### config.mk
export PLATFORM = sky130hd
export DESIGN_NAME = i2c_regfile_ctrl
export DESIGN_NICKNAME = d
export VERILOG_FILES = /design/src/rtl/i2c_regfile_ctrl.sv
export SDC_FILE = /design/constraint.sdc
export NUM_CORES = 1
export LEC_CHECK = 0
export BUFFER_PORTS_ARGS = -buffer_cell sky130_fd_sc_hd__buf_2
export CAP_MARGIN = 20
export CORE_MARGIN = 5
export CORE_UTILIZATION = 30
export CTS_CLUSTER_DIAMETER = 40
export DETAILED_ROUTE_END_ITERATION = 10
export GPL_ROUTABILITY_DRIVEN = 0
export PLACE_DENSITY = 0.53
export SLEW_MARGIN = 20
export SYNTH_ARGS = -nofsm -noshare
export SYNTH_HDL_FRONTEND = slang
export SYNTH_SLANG_ARGS = --single-unit
export TNS_END_PERCENT = 20
### constraint.sdc
create_clock -name clk -period 2.6 [get_ports clk]
set_input_delay 0 -clock clk [delete_from_list [all_inputs] [get_ports clk]]
set_output_delay 0 -clock clk [all_outputs]
set_load 0.03 [all_outputs]
### src/rtl/i2c_regfile_ctrl.sv
// I2C-accessible 16 x 8-bit register file with a local request/ack port and a shared pointer.
// Optional I2C write lock on reg[15] bit 0 enabled by macro I2C_REGFILE_WRITE_PROTECT_EN.
module i2c_regfile_ctrl #(
  parameter int NUM_REGS = 16
) (
  input  logic       clk,
  input  logic       rst,
  input  logic       i2c_read_req,
  output logic [7:0] i2c_data_to_master,
  input  logic       i2c_data_valid,
  input  logic [7:0] i2c_data_from_master,
  input  logic [7:0] i2c_write_cycle_count,
  input  logic       loc_req,
  input  logic       loc_we,
  input  logic [3:0] loc_addr,
  input  logic [7:0] loc_wdata,
  output logic [7:0] loc_rdata,
  output logic       loc_ack,
  output logic [3:0] ptr
);

  typedef enum logic [1:0] {
    ARB_IDLE = 2'd0,
    ARB_LOC  = 2'd1,
    ARB_ACK  = 2'd2
  } arb_state_t;

  arb_state_t state_r;
  arb_state_t state_next_s;

  logic [7:0] regs_r [NUM_REGS];
  logic [3:0] ptr_r;
  logic [3:0] ptr_next_s;
  logic       evt_r;
  logic [7:0] loc_rdata_r;
  logic       loc_ack_r;

  logic       load_s;
  logic       i2c_wr_s;
  logic       i2c_wr_en_s;
  logic       lock_drop_s;
  logic       loc_go_s;
  logic       loc_wr_s;
  logic       loc_rd_s;

  // The master byte is only stable one cycle after its valid strobe.
  always_ff @(posedge clk) begin
    if (rst) begin
      evt_r <= 1'b0;
    end else begin
      evt_r <= i2c_data_valid;
    end
  end

  assign load_s   = evt_r && (i2c_write_cycle_count == 8'd1);
  assign i2c_wr_s = evt_r && (i2c_write_cycle_count >= 8'd2);

`ifdef I2C_REGFILE_WRITE_PROTECT_EN
  assign lock_drop_s = regs_r[15][0] && !ptr_r[3];
`else
  assign lock_drop_s = 1'b0;
`endif

  // A dropped (locked) I2C write still counts as a collision and still moves the pointer.
  assign i2c_wr_en_s = i2c_wr_s && !lock_drop_s;

  // Pointer priority: load, then one increment for a write or a read.
  always_comb begin
    if (load_s) begin
      ptr_next_s = i2c_data_from_master[3:0];
    end else if (i2c_wr_s || i2c_read_req) begin
      ptr_next_s = ptr_r + 4'd1;
    end else begin
      ptr_next_s = ptr_r;
    end
  end

  // Arbiter state register.
  always_ff @(posedge clk) begin
    if (rst) begin
      state_r <= ARB_IDLE;
    end else begin
      state_r <= state_next_s;
    end
  end

  // Arbiter next-state logic.
  always_comb begin
    state_next_s = state_r;
    case (state_r)
      ARB_IDLE: begin
        if (loc_req && !i2c_wr_s) begin
          state_next_s = ARB_LOC;
        end else begin
          state_next_s = ARB_IDLE;
        end
      end
      ARB_LOC: begin
        if (!i2c_wr_s) begin
          state_next_s = ARB_ACK;
        end else begin
          state_next_s = ARB_LOC;
        end
      end
      ARB_ACK: state_next_s = ARB_IDLE;
      default: state_next_s = ARB_IDLE;
    endcase
  end

  // Arbiter outputs: the local access proceeds only when no I2C write owns this edge.
  always_comb begin
    loc_go_s = 1'b0;
    case (state_r)
      ARB_IDLE: loc_go_s = 1'b0;
      ARB_LOC:  loc_go_s = !i2c_wr_s;
      ARB_ACK:  loc_go_s = 1'b0;
      default:  loc_go_s = 1'b0;
    endcase
  end

  assign loc_wr_s = loc_go_s && loc_we;
  assign loc_rd_s = loc_go_s && !loc_we;

  // Register file, pointer and local response registers.
  always_ff @(posedge clk) begin
    if (rst) begin
      for (int i = 0; i < NUM_REGS; i++) begin
        regs_r[i] <= 8'h00;
      end
      ptr_r       <= 4'd0;
      loc_rdata_r <= 8'h00;
      loc_ack_r   <= 1'b0;
    end else begin
      if (i2c_wr_en_s) begin
        regs_r[ptr_r] <= i2c_data_from_master;
      end else if (loc_wr_s) begin
        regs_r[loc_addr] <= loc_wdata;
      end
      if (loc_rd_s) begin
        loc_rdata_r <= regs_r[loc_addr];
      end
      ptr_r     <= ptr_next_s;
      loc_ack_r <= loc_go_s;
    end
  end

  assign i2c_data_to_master = regs_r[ptr_r];
  assign loc_rdata          = loc_rdata_r;
  assign loc_ack            = loc_ack_r;
  assign ptr                = ptr_r;

endmodule

======== Word-level counts from Yosys, hierarchy flattened ========
Memory sizes are Yosys's and may differ from the RTL's. A register that Yosys moved wholly into a read port is not among the register bits.
Cells that the tools add are included.
storage, ports and cells
  output and inout bits ................... 21
  register bits ........................... 8
  bits of input ports ..................... 34
  memories kept ........................... 1
  bits in writable memories ............... 128
memory list
  name    depth  bits a word  read ports  clocked after Yosys merged registers in  write ports  RTL line  RTL
  regs_r  16     8            2           2                                        16           31        logic [7:0] regs_r [NUM_REGS];
cells by class
  order comparisons ....................... 1
  reduce and logical (&&, ||, !) cells .... 12
  eq/ne operators ......................... 2
  muxes and demuxes ....................... 23
  $add $sub $neg .......................... 1
operator list
  kind                                                               count
  two-way mux 4 bit                                                  6
  two-way mux 8 bit                                                  2
  OR reduction 8 bit                                                 2
  two-way mux 1 bit                                                  13
  equality test 8 x 1 -> 1 bit, second input constant                1
  greater-or-equal comparator 8 x 2 -> 1 bit, second input constant  1
  logical AND 1 bit                                                  5
  adder 4 x 1 -> 4 bit, second input constant                        1
  one-hot mux 2 bit (2 select lines)                                 1
  equality test 2 x 1 -> 1 bit, second input constant                1
  logical NOT 1 bit                                                  2
  logical NOT 2 bit                                                  1
  two-way mux 2 bit                                                  1
  nonzero test 2 bit                                                 1
  logical OR 1 bit                                                   1

======== Longest topological paths before layout ========
  depth after elaboration ................. 11
  depth in mapped cells ................... 8

======== Worst setup path before layout ========
Ideal clock, no wire load.
  path kind ............................... register to register
  start ................................... register state_r[0]
  end ..................................... memory regs_r[4][0], enable pin
  stages on the path, launching flop included .. 7
  data arrival time ....................... 1.795 ns
  buffers on the path ..................... 1
  library setup time ...................... 0.375 ns
  path slack .............................. 0.431 ns
  period minus slack after synthesis ...... 2.169 ns
  data required time ...................... 2.225 ns
  cell sequence ........................... dfxtp_1 -> and4bb_2 -> nand2_1 -> mux2i_1 -> nand3_2 -> clkbuf_1 -> o21bai_1
RTL lines
  what                    RTL line  RTL
  from (decl)             28        arb_state_t state_r;
  from (signal assigned)  83        state_r <= state_next_s;
  to (decl)               31

==> impl_metrics.csv <==
group,metric,value,unit
status,outcome,"finished clean",
final_layout,layout-drive-gt1-share,0.375,
synth,async_reset_ff_frac,0,
sta,finalCriticalPeriod,2.40,ns
sta,worst_slew_pin_slew,0.961,ns
synth,yosysTopAreaCellShare,0.487,
placement,numPortBuffers,54,
clock_network,cts_num_sinks,148,
sta,skew,0.0105,ns
final_layout,fillCellCount,2482,
final_layout,final_nets,644,
pwr,p_leak,3.13,nW
sta,fin_ws,0.202,ns
placement,dp.final_hpwl,16300,um
pwr,p_sw,1.59,mW
die,rows,59,
sta,rsz0062_at_grt,"no",
clock_network,clk_path_buf_depth,2,
final_layout,area_growth,19.1,%
setup_path,required,2.60,ns
synth,ys.flop_type,"edfxtp_1",
sta,max_slew_margin,0.357,
clock_network,cts_tree,"done",
pwr,switching_share,0.263,
synth,synth_cell_types,44,
clock_network,cts_made_buffers,17,
sta,tns,0,ns
setup_path,worst-setup-path-type,"reg2out",
synth,synthesis.area,0.00790,sq mm
global_routing,grt.overflow.total,0,
synth,yosys_warnings,0,
synth,synth_fp_nets,570,
global_routing,grt_pass1_vias,5610,
final_layout,final_cell_mix,"nor3_1, edfxtp_1, mux4_2, buf_2, buf_4",
route,drt_first_pass_iters,5,
sta,whs,0.0844,ns
placement,place_inst,915,
setup_path,timing.rr.start,"state_r[0]",
synth,synth_seq_area_share,0.537,
clock_network,htree_levels,4,
synth,syn_area_per_cell,14.8,sq um
setup_path,reg2reg_depth,6,
clock_network,clkSlewWorstSetupHoldPaths,0.07,ns
setup_path,cp_max_fo,32,
sta,fmaxAchievable,417,MHz
route,viasPerCell,5.63,
sta,hold_violations,0,
route,drt_iter0_drc,411,
synth,synth.largest_area_cell,"edfxtp_1",
sta,final-setup-viol-count,0,
synth,ys_ff_latch,148,
die,coreArea,0.0260,sq mm
die,die_width,172,um
setup_path,crit_arrival,2.40,ns
pwr,clockPowerShare,0.398,
pwr,finalPower,6.05,mW
final_layout,final_common_cell,"nor3_1",
final_layout,diodes,0,
synth,synth_area_leaders,"edfxtp_1, mux4_2, nor3_1, dfxtp_1, mux2i_4",
route,drc,0,
placement,dpl_cell_area,0.00872,sq mm
global_routing,grt_use_total,0.170,
die,io_pins,55,
setup_path,rr_endpoint,"regs_r[5][5]",
final_layout,fin_cells,957,
worst_hold_path,hold_path_class,"in2reg",
die,die_h,172,um
clock_network,insertion_delay,0.42,ns
route,totalWireLength,24400,um
global_routing,antenna_found_initial,0,
clock_network,postCtsSetupRepairBufs,0,
synth,syn_inst,535,
die,initial_utilization,0.304,
pwr,intPower,4.46,mW
die,die-area,0.0297,sq mm
setup_path,start_kind,"register",
placement,pre_cts_slack,0.131,ns
pwr,irDropWorstVdd,0.000435,V
setup_path,r2r_slack,0.22,ns
setup_path,crit_path_end_kind,"primary output",
global_routing,grt_max_degree,36,
global_routing,grt_pass1_wl,36600,um
setup_path,endpoint,"i2c_data_to_master[2]",
pwr,powerDensity,643,mW/mm^2
clock_network,cts-root-buf,"clkbuf_16",
job,cap_violations,0,
route,vias,5388,
sta,drv_slew,0,
worst_hold_path,hold_start,"loc_we",
route,ant_nets,0,
route,wl_per_cell,25.5,um
pwr,p_seq_frac,0.451,
final_layout,stdcell_area,0.00941,sq mm
final_layout,fin_util,0.362,
sta,period_share,0.922,
synth,synth_edf_count,128,
pwr,comb_power_share,0.151,
[cell usage after synthesis (all sizes together), types with 2 or more instances]
library cell and count:
dfxtp 20, nor4 3, nand3 3, o21ai 5, a21oi 9, o21bai 16
inv 2, a22o 8, nor3 134, buf 35, nor2b 9, nor4b 2
edfxtp 128, mux2i 18, a31oi 3, a211oi 10, nand2 5, mux4 72
a21boi 2, xor2 2, nand2b 2, nor2 11, clkbuf 25, and3 2
[kinds of logic (layout without fill, tap and decap cells)]
kind of cell	count (synthesis)	in the layout	share of synthesized area
buffers and inverters	62	149	0.0391
flip-flops	148	148	0.537
XOR/XNOR	2	2	0.00222
adder cells (fa/ha/maj)	1	1	0.00158
AO/OA/AOI/OAI	56	56	0.0558
AND/OR/NAND/NOR	175	175	0.121
multiplexers	91	91	0.243
[per-layer routing]
metal | vias to the layer above | global-route usage | share of wire
li1 | 2335 | - | -
met1 | 2754 | 0.232 | 0.40
met2 | 268 | 0.263 | 0.47
met3 | 31 | 0.0560 | 0.11
met4 | 0 | 0.0420 | 0.021
met5 | - | 0 | 0
[power by group through the flow]
| stage | registers, mW | clock network [mW] | logic, mW |
|---|---|---|---|
| 3_3_place_gp | 2.77 | 0 | 0.899 |
| 4_1_cts | 2.73 | 2.44 | 0.920 |
| 6_report | 2.73 | 2.41 | 0.916 |
| 2_1_floorplan | 2.76 | 0 | 0.578 |
| 5_1_grt | 2.74 | 2.55 | 0.973 |
| 3_5_place_dp | 2.78 | 0 | 0.904 |
[critical path: stages (launching register included)]
cell	delay (ns)
dfxtp_2	0.34
buf_12	0.28
mux4_2	0.59
mux4_2	0.53
buf_2	0.21
[timing repair]
| action | in CTS | in global routing |
|---|---|---|
| hold buffers | 10 | 0 |
| hold endpoints to repair | 12 | 0 |
| gates resized for setup | 0 | 0 |
[layout make-up]
type	count	area, sq um	area share
flip-flops and latches	148	4250	0.451
multi-input cells	325	3360	0.357
repair buffers	115	791	0.0841
clock buffers	23	520	0.0553
well taps	335	419	0.0446
clock inverters	9	63.8	0.00678
inverters	2	7.51	0.000798
[registers in the layout, indices dropped and copies added (netlist names), named ones only]
signal and count:
state_r 2, regs_r 128, evt_r 1, ptr 4, loc_rdata 8, loc_ack 1
[worst min path at each step]
stage                    to  slack (ns)  cells past startpoint
6_report       loc_rdata[3]        0.08                      3
5_1_grt        loc_rdata[3]        0.08                      3
4_1_cts        loc_rdata[3]        0.06                      3
3_5_place_dp          evt_r        0.24                      2
3_3_place_gp          evt_r        0.23                      2
2_1_floorplan         evt_r        0.13                      1
(Power assumes the default switching activity.)
